File: src/rtl/neuron_core_fabric.sv
// rtl/neuron_core_fabric.sv - Wishbone fabric fanning one master out to neuron slices with broadcast, status and timeout
module neuron_core_fabric #(
  parameter int          NUM_SLICE = 8,
  parameter logic [31:0] CORE_BASE = 32'h3000_0000,
  parameter logic [11:0] SPIKE_OFS = 12'h600,
  parameter int          TIMEOUT   = 16
) (
  input  logic                   clk,
  input  logic                   rst,
  input  logic                   wbs_cyc_i,
  input  logic                   wbs_stb_i,
  input  logic                   wbs_we_i,
  input  logic [3:0]             wbs_sel_i,
  input  logic [31:0]            wbs_adr_i,
  input  logic [31:0]            wbs_dat_i,
  output logic                   wbs_ack_o,
  output logic [31:0]            wbs_dat_o,
  output logic [NUM_SLICE-1:0]   s_cyc_o,
  output logic [NUM_SLICE-1:0]   s_stb_o,
  output logic                   s_we_o,
  output logic [3:0]             s_sel_o,
  output logic [11:0]            s_adr_o,
  output logic [31:0]            s_dat_o,
  input  logic [NUM_SLICE-1:0]   s_ack_i,
  input  logic [32*NUM_SLICE-1:0] s_dat_i,
  output logic                   picture_done
);

  typedef enum logic [1:0] {IDLE, SINGLE, BCAST, RESP} state_t;

  localparam logic [NUM_SLICE-1:0] ALL_SLICES = {NUM_SLICE{1'b1}};
  localparam logic [7:0]           TMO_LAST   = 8'(TIMEOUT - 1);

  state_t                 state_q, state_d;
  logic [NUM_SLICE-1:0]   cyc_q, cyc_d;
  logic [NUM_SLICE-1:0]   stb_q, stb_d;
  logic [NUM_SLICE-1:0]   mask_q, mask_d;
  logic [7:0]             tmo_q, tmo_d;
  logic                   we_q, we_d;
  logic [3:0]             sel_q, sel_d;
  logic [11:0]            adr_q, adr_d;
  logic [31:0]            wdat_q, wdat_d;
  logic [31:0]            rdat_q, rdat_d;
  logic                   done_q, done_d;
  logic [15:0]            err_q, err_d;
  logic [3:0]             last_q, last_d;
  logic [3:0]             idx_q, idx_d;

  logic [31:0]            win_ofs;
  logic                   in_core;
  logic [3:0]             win_idx;
  logic [11:0]            reg_ofs;
  logic                   is_slice;
  logic                   is_ctrl;
  logic [NUM_SLICE-1:0]   win_onehot;

  logic [NUM_SLICE-1:0]   acks;
  logic [NUM_SLICE-1:0]   pend;
  logic [31:0]            slice_rdata;
  logic [3:0]             low_unacked;
  logic                   all_done;

  // Address decode: offset from the core base selects a slice window or the control window
  always_comb begin
    win_ofs  = wbs_adr_i - CORE_BASE;
    in_core  = (win_ofs[31:16] == 16'h0000);
    win_idx  = win_ofs[15:12];
    reg_ofs  = win_ofs[11:0];
    is_slice = in_core && ({28'd0, win_idx} < 32'(NUM_SLICE));
    is_ctrl  = in_core && (win_idx == 4'hF);
    for (int i = 0; i < NUM_SLICE; i++) begin
      win_onehot[i] = (win_idx == 4'(i));
    end
  end

  // Slice response helpers: qualified acks, read-data mux, lowest still-pending slice
  always_comb begin
    acks        = s_ack_i & stb_q;
    pend        = stb_q & ~acks;
    slice_rdata = '0;
    for (int i = 0; i < NUM_SLICE; i++) begin
      if (idx_q == 4'(i)) slice_rdata = s_dat_i[32*i +: 32];
    end
    low_unacked = '0;
    for (int i = NUM_SLICE - 1; i >= 0; i--) begin
      if (pend[i]) low_unacked = 4'(i);
    end
  end

  // Next-state logic for the transaction FSM and all captured state
  always_comb begin
    state_d  = state_q;
    cyc_d    = cyc_q;
    stb_d    = stb_q;
    mask_d   = mask_q;
    tmo_d    = tmo_q;
    we_d     = we_q;
    sel_d    = sel_q;
    adr_d    = adr_q;
    wdat_d   = wdat_q;
    rdat_d   = rdat_q;
    done_d   = 1'b0;
    err_d    = err_q;
    last_d   = last_q;
    idx_d    = idx_q;
    all_done = 1'b0;

    unique case (state_q)
      IDLE: begin
        if (wbs_cyc_i && wbs_stb_i) begin
          rdat_d  = '0;
          state_d = RESP;
          if (is_slice) begin
            state_d = SINGLE;
            idx_d   = win_idx;
            cyc_d   = win_onehot;
            stb_d   = win_onehot;
            mask_d  = '0;
            tmo_d   = '0;
            we_d    = wbs_we_i;
            sel_d   = wbs_sel_i;
            adr_d   = wbs_adr_i[11:0];
            wdat_d  = wbs_dat_i;
          end else if (is_ctrl && reg_ofs == 12'h000 && wbs_we_i) begin
            state_d = BCAST;
            cyc_d   = ALL_SLICES;
            stb_d   = ALL_SLICES;
            mask_d  = '0;
            tmo_d   = '0;
            we_d    = 1'b1;
            sel_d   = wbs_sel_i;
            adr_d   = SPIKE_OFS;
            wdat_d  = wbs_dat_i;
          end else if (is_ctrl && reg_ofs == 12'h004 && wbs_we_i) begin
            done_d = 1'b1;
          end else if (is_ctrl && reg_ofs == 12'h008) begin
            if (wbs_we_i) begin
              err_d  = '0;
              last_d = '0;
            end else begin
              rdat_d = {err_q, 12'h000, last_q};
            end
          end
        end
      end

      SINGLE, BCAST: begin
        mask_d = mask_q | acks;
        stb_d  = pend;
        tmo_d  = tmo_q + 8'd1;
        if (state_q == SINGLE) all_done = (acks != '0);
        else                   all_done = (mask_d == ALL_SLICES);

        if (!wbs_cyc_i) begin
          state_d = IDLE;
          cyc_d   = '0;
          stb_d   = '0;
          mask_d  = '0;
        end else if (all_done) begin
          if (state_q == SINGLE) rdat_d = slice_rdata;
          else                   rdat_d = '0;
          state_d = RESP;
          cyc_d   = '0;
          stb_d   = '0;
          mask_d  = '0;
        end else if (tmo_q == TMO_LAST) begin
          err_d   = (err_q == 16'hFFFF) ? err_q : err_q + 16'd1;
          last_d  = low_unacked;
          rdat_d  = '0;
          state_d = RESP;
          cyc_d   = '0;
          stb_d   = '0;
          mask_d  = '0;
        end
      end

      RESP: begin
        state_d = IDLE;
      end

      default: begin
        state_d = IDLE;
      end
    endcase
  end

  // State registers with synchronous reset
  always_ff @(posedge clk) begin
    if (rst) begin
      state_q <= IDLE;
      cyc_q   <= '0;
      stb_q   <= '0;
      mask_q  <= '0;
      tmo_q   <= '0;
      we_q    <= 1'b0;
      sel_q   <= '0;
      adr_q   <= '0;
      wdat_q  <= '0;
      rdat_q  <= '0;
      done_q  <= 1'b0;
      err_q   <= '0;
      last_q  <= '0;
      idx_q   <= '0;
    end else begin
      state_q <= state_d;
      cyc_q   <= cyc_d;
      stb_q   <= stb_d;
      mask_q  <= mask_d;
      tmo_q   <= tmo_d;
      we_q    <= we_d;
      sel_q   <= sel_d;
      adr_q   <= adr_d;
      wdat_q  <= wdat_d;
      rdat_q  <= rdat_d;
      done_q  <= done_d;
      err_q   <= err_d;
      last_q  <= last_d;
      idx_q   <= idx_d;
    end
  end

  assign wbs_ack_o    = (state_q == RESP);
  assign wbs_dat_o    = wbs_ack_o ? rdat_q : 32'h0;
  assign s_cyc_o      = cyc_q;
  assign s_stb_o      = stb_q;
  assign s_we_o       = we_q;
  assign s_sel_o      = sel_q;
  assign s_adr_o      = adr_q;
  assign s_dat_o      = wdat_q;
  assign picture_done = done_q;

endmodule

File: config.mk
export PLATFORM = sky130hd
export DESIGN_NAME = neuron_core_fabric
export DESIGN_NICKNAME = d
export VERILOG_FILES = /design/src/rtl/neuron_core_fabric.sv
export SDC_FILE = /design/constraint.sdc
export NUM_CORES = 1
export LEC_CHECK = 0
export BUFFER_PORTS_ARGS = -buffer_cell sky130_fd_sc_hd__buf_2
export CAP_MARGIN = 25
export CORE_AREA = 5 5 166 168
export CTS_CLUSTER_DIAMETER = 30
export DETAILED_ROUTE_END_ITERATION = 10
export DIE_AREA = 0 0 171 173
export PLACE_DENSITY = 0.57
export SETUP_SLACK_MARGIN = 0.5
export SYNTH_ARGS = -nofsm -noshare
export SYNTH_HDL_FRONTEND = slang
export SYNTH_SLANG_ARGS = --single-unit
File: constraint.sdc
create_clock -name clk -period 3.1 [get_ports clk]
set_clock_uncertainty 0.1 [all_clocks]
set_input_delay 0.62 -clock clk [delete_from_list [all_inputs] [get_ports clk]]
set_output_delay 0.62 -clock clk [all_outputs]
set_load 0.02 [all_outputs]
==> results of run 1 <==
[routing by layer]
layer	routed length [µm]	up-vias	track usage, %
met2	17500	444	37.9
met1	14800	4517	29.6
met3	2890	66	4.89
met5	28	-	0
li1	-	4616	-
met4	928	6	6.97
[layout make-up]
class / instances / area (µm²) / share of cell area (%)
multi-input combinational: 790 / 5160 / 44.9
sequential: 139 / 2790 / 24.3
timing repair buffer: 472 / 2490 / 21.7
clock buffer: 20 / 437 / 3.80
tap: 335 / 419 / 3.65
clock inverter: 12 / 116 / 1.01
inverter: 14 / 52.6 / 0.458
antenna: 7 / 17.5 / 0.153
[stage by stage]
step	cells	util, %	hold slack [ps]
finish	1789	44.6	336
CTS	1779	44.2	320
global route	1789	44.6	322
floorplan	1017	-	324
detailed placement	1747	42.0	337
global placement	1747	42.0	333
[registers in the layout, indices dropped and copies added, names as in the netlist]
signal,cells
s_adr_o,12
tmo_q,8
last_q,3
s_cyc_o,8
mask_q,8
idx_q,4
s_dat_o,32
s_stb_o,8
s_we_o,1
rdat_q,32
s_sel_o,4
picture_done,1
err_q,16
state_q,2
[critical path: stages (launching register included)]
cell and delay [ps]:
dfxtp_1 410, ha_2 250, and3_1 240, nand3_1 130, or3_1 450, o22a_1 300
buf_4 190, a311o_1 300
[worst min-delay path by stage]
stage                          endpoint  slack (ps)
4_1_cts        s_dat_o[16]$_SDFFE_PP0P_         320
2_1_floorplan   rdat_q[10]$_SDFFE_PP0P_         320
3_5_place_dp    s_cyc_o[2]$_SDFFE_PP0P_         340
3_3_place_gp    s_cyc_o[5]$_SDFFE_PP0P_         330
6_report       s_dat_o[28]$_SDFFE_PP0P_         340
5_1_grt         s_dat_o[4]$_SDFFE_PP0P_         320
[timing repair]
action,in CTS,in global routing
pin swaps,1,1
endpoints found under the setup margin,49,46
buffers inserted,0,3
gates resized for setup,3,13
[cells in the mapped netlist (14+ instances only)]
master | count | area, µm²
a211oi_1 | 18 | 135
nor4_1 | 14 | 87.6
nand2_1 | 155 | 582
a21oi_1 | 122 | 611
nand3_1 | 26 | 130
mux2i_1 | 25 | 250
nor2_1 | 72 | 270
clkbuf_1 | 45 | 169
and2_1 | 33 | 206
mux2_2 | 16 | 180
mux4_2 | 26 | 586
o22ai_1 | 16 | 100
o21ai_0 | 39 | 195
nand4_1 | 16 | 100
a31oi_1 | 14 | 87.6
inv_1 | 14 | 52.6
nor3_1 | 33 | 165
buf_2 | 20 | 100
dfxtp_1 | 139 | 2780
o221ai_1 | 26 | 228
[kinds of logic after synthesis]
kind of cell             after synthesis
AND/OR/NAND/NOR                      412
AO/OA/AOI/OAI                        305
multiplexers                          67
buffers and inverters                 88
adder cells (fa/ha/maj)                6
flip-flops                           139
[where the power goes]
part           switching [mW]  total, mW  internal [mW]  leakage [nW]
sequential             0.0640       1.96           1.90          1.12
combinational           0.872       1.49          0.617          3.39
clock                   0.839       1.95           1.11         0.254
total                    1.78       5.40           3.62          4.77
==> reports/qor.txt, run 1 <==
clock buffer depth: 2
largest net degree at the start of global routing: 55
xor/xnor share of the synthesized area: 0%
average size of a mapped cell: 8.08 µm²
DIE HEIGHT: 173 µm
Routed WL: 36.1 mm
Final period util: 79.9%
nets@finish: 1777
Antenna Nets Post-Route: 0
simple-gate share of the synthesized area: 24.9%
status: completed
EDFF count, synth: 0
max cap viols: 0
Worst slew margin: 51.5%
Rows: 59
clk_lat worst skew: 410 ps
WP data required: 3300 ps
TritonCTS Sinks: 139
max-slew violation count: 0
gpl congestion: 0.921
Worst Hold Class: input port to register
core box area: 0.0258 mm²
I/O Pins: 436
worst-path fanout max: 7
PD cells: 470 mW/mm²
DR WL/cell: 20.2 µm
first-pass GRT wire length: 53.6 mm
LEAKAGE: 4.77 nW
Initial Util: 31.9%
DR pass1 iterations: 7
Worst setup EP type: register
total CTS buffers: 17
reg-to-reg startpoint: err_q[1]$_SDFFE_PP0P_
worst endpoint data arrival time: 2680 ps
vias in the first global route: 9132
full die area: 0.0296 mm²
final-report hold violation count: 0
Congestion Overflow GR: 0
Clk pin slew, worst setup/hold paths: 70 ps
post-synthesis mux area share: 12.4%
worst-case vdd ir drop: 0.000373 V
htree depth: 4
Worst Reg-to-Reg Cells: 7
post-route setup slack: 622 ps
via count: 9649
placed cell area: 0.0108 mm²
share of cells above drive strength 1: 40.2%
critical path startpoint: err_q[1]$_SDFFE_PP0P_
Ys Warns: 0
Area Growth Syn to Fin: 39.8%
post-route cell area: 0.0115 mm²
initial antenna violation count: 10
total power: 5.40 mW
Seq cells post-synth: 139
Clock Root Buffer: clkbuf_16
RR Endpoint: err_q[11]$_SDFFE_PP0P_
Worst Tran Pin Value: 725 ps
worst reg2reg setup slack: 620 ps
CTS tree: done
vias per cell: 5.39
adder-cell area share of the yosys netlist: 0.914%
Post-CTS Hold Buffers: 0
hold path cells: 3
IO Port Bufs: 435
Starting DRT DRC Count: 756
Synth Instances: 1017
Syn Nets: 1360
setup TNS: 0 ps
post-synthesis sequential area ratio: 33.9%
DP Wirelength: 28.7 mm
unrepaired setup endpoints after global routing: false
synth unique cells: 62
dpl ws: 129 ps
hold path startpoint: wbs_dat_i[28]
Most used DFF post-synth: dfxtp_1
Setup crit end: err_q[11]$_SDFFE_PP0P_
commonest non-fill, non-tap cell in the layout: buf_2
GRT Total Usage: 22.8%
Post-Syn Area: 0.00822 mm²
# fillers: 2651
FFs w/ async S/R, synth: 0%
fin crit period: 2480 ps
Die X: 171 µm
Post-route DRC: 0
main combinational cell family by area after synthesis: simple AND/OR/NAND/NOR gates
Final setup viols: 0
most frequent cells in the layout: buf_2 (434), nand2_1 (155), dfxtp_1 (135)
CP startpoint kind: register
compound-cell area share of the yosys netlist: 23.5%
FMAX: 404 MHz
kind of critical path: register to register
Power figures use the tool's default switching activity.
==> run 2, diff against run 1 <==
==> constraint.sdc (replaced) <==
create_clock -name clk -period 2.4 [get_ports clk]
set_clock_uncertainty 0.1 [all_clocks]
set_input_delay 0.48 -clock clk [delete_from_list [all_inputs] [get_ports clk]]
set_output_delay 0.48 -clock clk [all_outputs]
set_load 0.02 [all_outputs]
==> run 2 against run 1 <==
  * Via count is 9.3% higher
  * Sequential power is 31% higher
  * Setup slack worse by 350 ps
  * Global-route usage is 1.8 points higher
  * Routed wire length is 15% higher
  * First-iteration DRC count is 3.0% lower
  * Critical path depth is 3 lower
  * Register-to-register slack worse by 330 ps
  * Critical endpoint is now wbs_dat_o[12]
==> reports/qor.txt, run 2 (synthesis results as in run 1) <==
status: completed
Worst slew margin: 62.0%
Final Non-Filler Cells: 1923
Routed WL: 41.4 mm
fin crit period: 2120 ps
max cap viols: 0
vias in the first global route: 9957
max-slew violation count: 0
PD cells: 580 mW/mm²
Die X: 171 µm
full die area: 0.0296 mm²
clk_lat worst skew: 430 ps
most frequent cells in the layout: buf_2 (400), dfxtp_1 (121), buf_4 (108)
largest net degree at the start of global routing: 36
DP Wirelength: 29.6 mm
register share of total power: 29.9%
Congestion Overflow GR: 0
worst-case vdd ir drop: 0.000529 V
LEAKAGE: 5.99 nW
Post-route DRC: 0
final-report hold violation count: 0
CP startpoint kind: register
nets@finish: 1910
total power: 8.57 mW
DR pass1 iterations: 5
via count: 10500
WP data required: 1820 ps
Area Growth Syn to Fin: 79.9%
vias per cell: 5.48
worst endpoint data arrival time: 1540 ps
DIE HEIGHT: 173 µm
critical path startpoint: state_q[0]$_SDFFE_PP0P_
htree depth: 4
hold path startpoint: wbs_dat_i[7]
Final setup viols: 0
CTS tree: done
reg-to-reg startpoint: state_q[0]$_SDFFE_PP0P_
GRT Total Usage: 24.6%
Antenna Nets Post-Route: 0
Net Switching: 2.88 mW
Sw Ratio: 33.7%
internal power: 5.68 mW
kind of critical path: register to output pin
unrepaired setup endpoints after global routing: true
worst-path fanout max: 16
Clk pin slew, worst setup/hold paths: 70 ps
Worst Tran Pin Value: 567 ps
IO Port Bufs: 435
Clock Root Buffer: clkbuf_16
Starting DRT DRC Count: 733
first-pass GRT wire length: 57.6 mm
placed cells: 1810
FMAX: 471 MHz
TritonCTS Sinks: 139
Final period util: 88.5%
gpl congestion: 0.923
Worst Hold Class: input port to register
Rows: 59
share of cells above drive strength 1: 62.3%
I/O Pins: 436
clock buffer depth: 2
total CTS buffers: 17
combinational share of power: 38.5%
Initial Util: 31.9%
initial antenna violation count: 8
clock share of power: 31.6%
commonest non-fill, non-tap cell in the layout: buf_2
hold_ws: 184 ps
core box area: 0.0258 mm²
DR WL/cell: 21.5 µm
Worst setup EP type: output pin
==> run 2: cell types whose count changed in the layout (fill, tap and decap cells not counted), moves of 34 or more <==
cell	delta
a21oi_1	-61
buf_6	+57
a21oi_2	+61
nand2_1	-60
nand2_4	+48
buf_4	+73
buf_2	-34
==> run 2: layout make-up <==
type,instances,area (µm²)
clock inverters,13,156
clock buffers,19,443
diodes,8,20.0
flip-flops and latches,139,2820
repair buffers,604,4320
multi-input cells,791,6550
well taps,335,419
fillers,2291,11000
inverters,14,57.6
==> run 2: per-stage QoR <==
stage / utilization (%) / setup TNS, ps / setup WS, ps / instance area, µm²
6_report: 57.4 / 0 / 276 / 14800
5_1_grt: 57.4 / 0 / 202 / 14800
4_1_cts: 51.8 / 0 / 262 / 13300
3_5_place_dp: 45.0 / -3480 / -140 / 11600
3_3_place_gp: 45.0 / -1110 / -91.3 / 11600
2_1_floorplan: - / 0 / 100 / 8570
==> run 2: path summary, 6_finish.rpt <==
kind	cells past startpoint	slack [ps]	end
min	3	180	s_dat_o[7]$_SDFFE_PP0P_
min reg2reg	1	360	rdat_q[15]$_SDFFE_PP0P_
max reg2reg	11	290	rdat_q[28]$_SDFFE_PP0P_
max	4	280	wbs_dat_o[12]
==> run 2: power by group through the flow <==
stage | clock, mW | sequential [mW] | combinational [mW]
after floorplan | 0 | 2.56 | 1.31
after global placement | 0 | 2.58 | 2.26
after detailed placement | 0 | 2.58 | 2.28
after CTS | 2.73 | 2.55 | 2.62
after global routing | 2.86 | 2.58 | 3.51
final | 2.71 | 2.56 | 3.30
==> run 2: per-layer routing <==
metal  GRT usage (%)  part of all wire [%]  up-vias
li1                -                     -     4907
met4            8.45                   3.3        0
met1            31.7                    40     5054
met5               0                     0        -
met3            3.79                   6.9       94
met2            41.8                    50      490
==> run 2: critical path, stage by stage (launching register included) <==
cell,delay [ps]
dfxtp_4,390
ha_4,260
buf_16,170
and2_1,130
buf_2,160
==> run 2: what timing repair did <==
| action | CTS | global route |
|---|---|---|
| gates cloned | 10 | 10 |
| pin swaps | 53 | 125 |
| setup buffers | 31 | 22 |
| endpoints found under the setup margin | 165 | 170 |
| resized for setup | 180 | 266 |
| hold buffers | 0 | 0 |
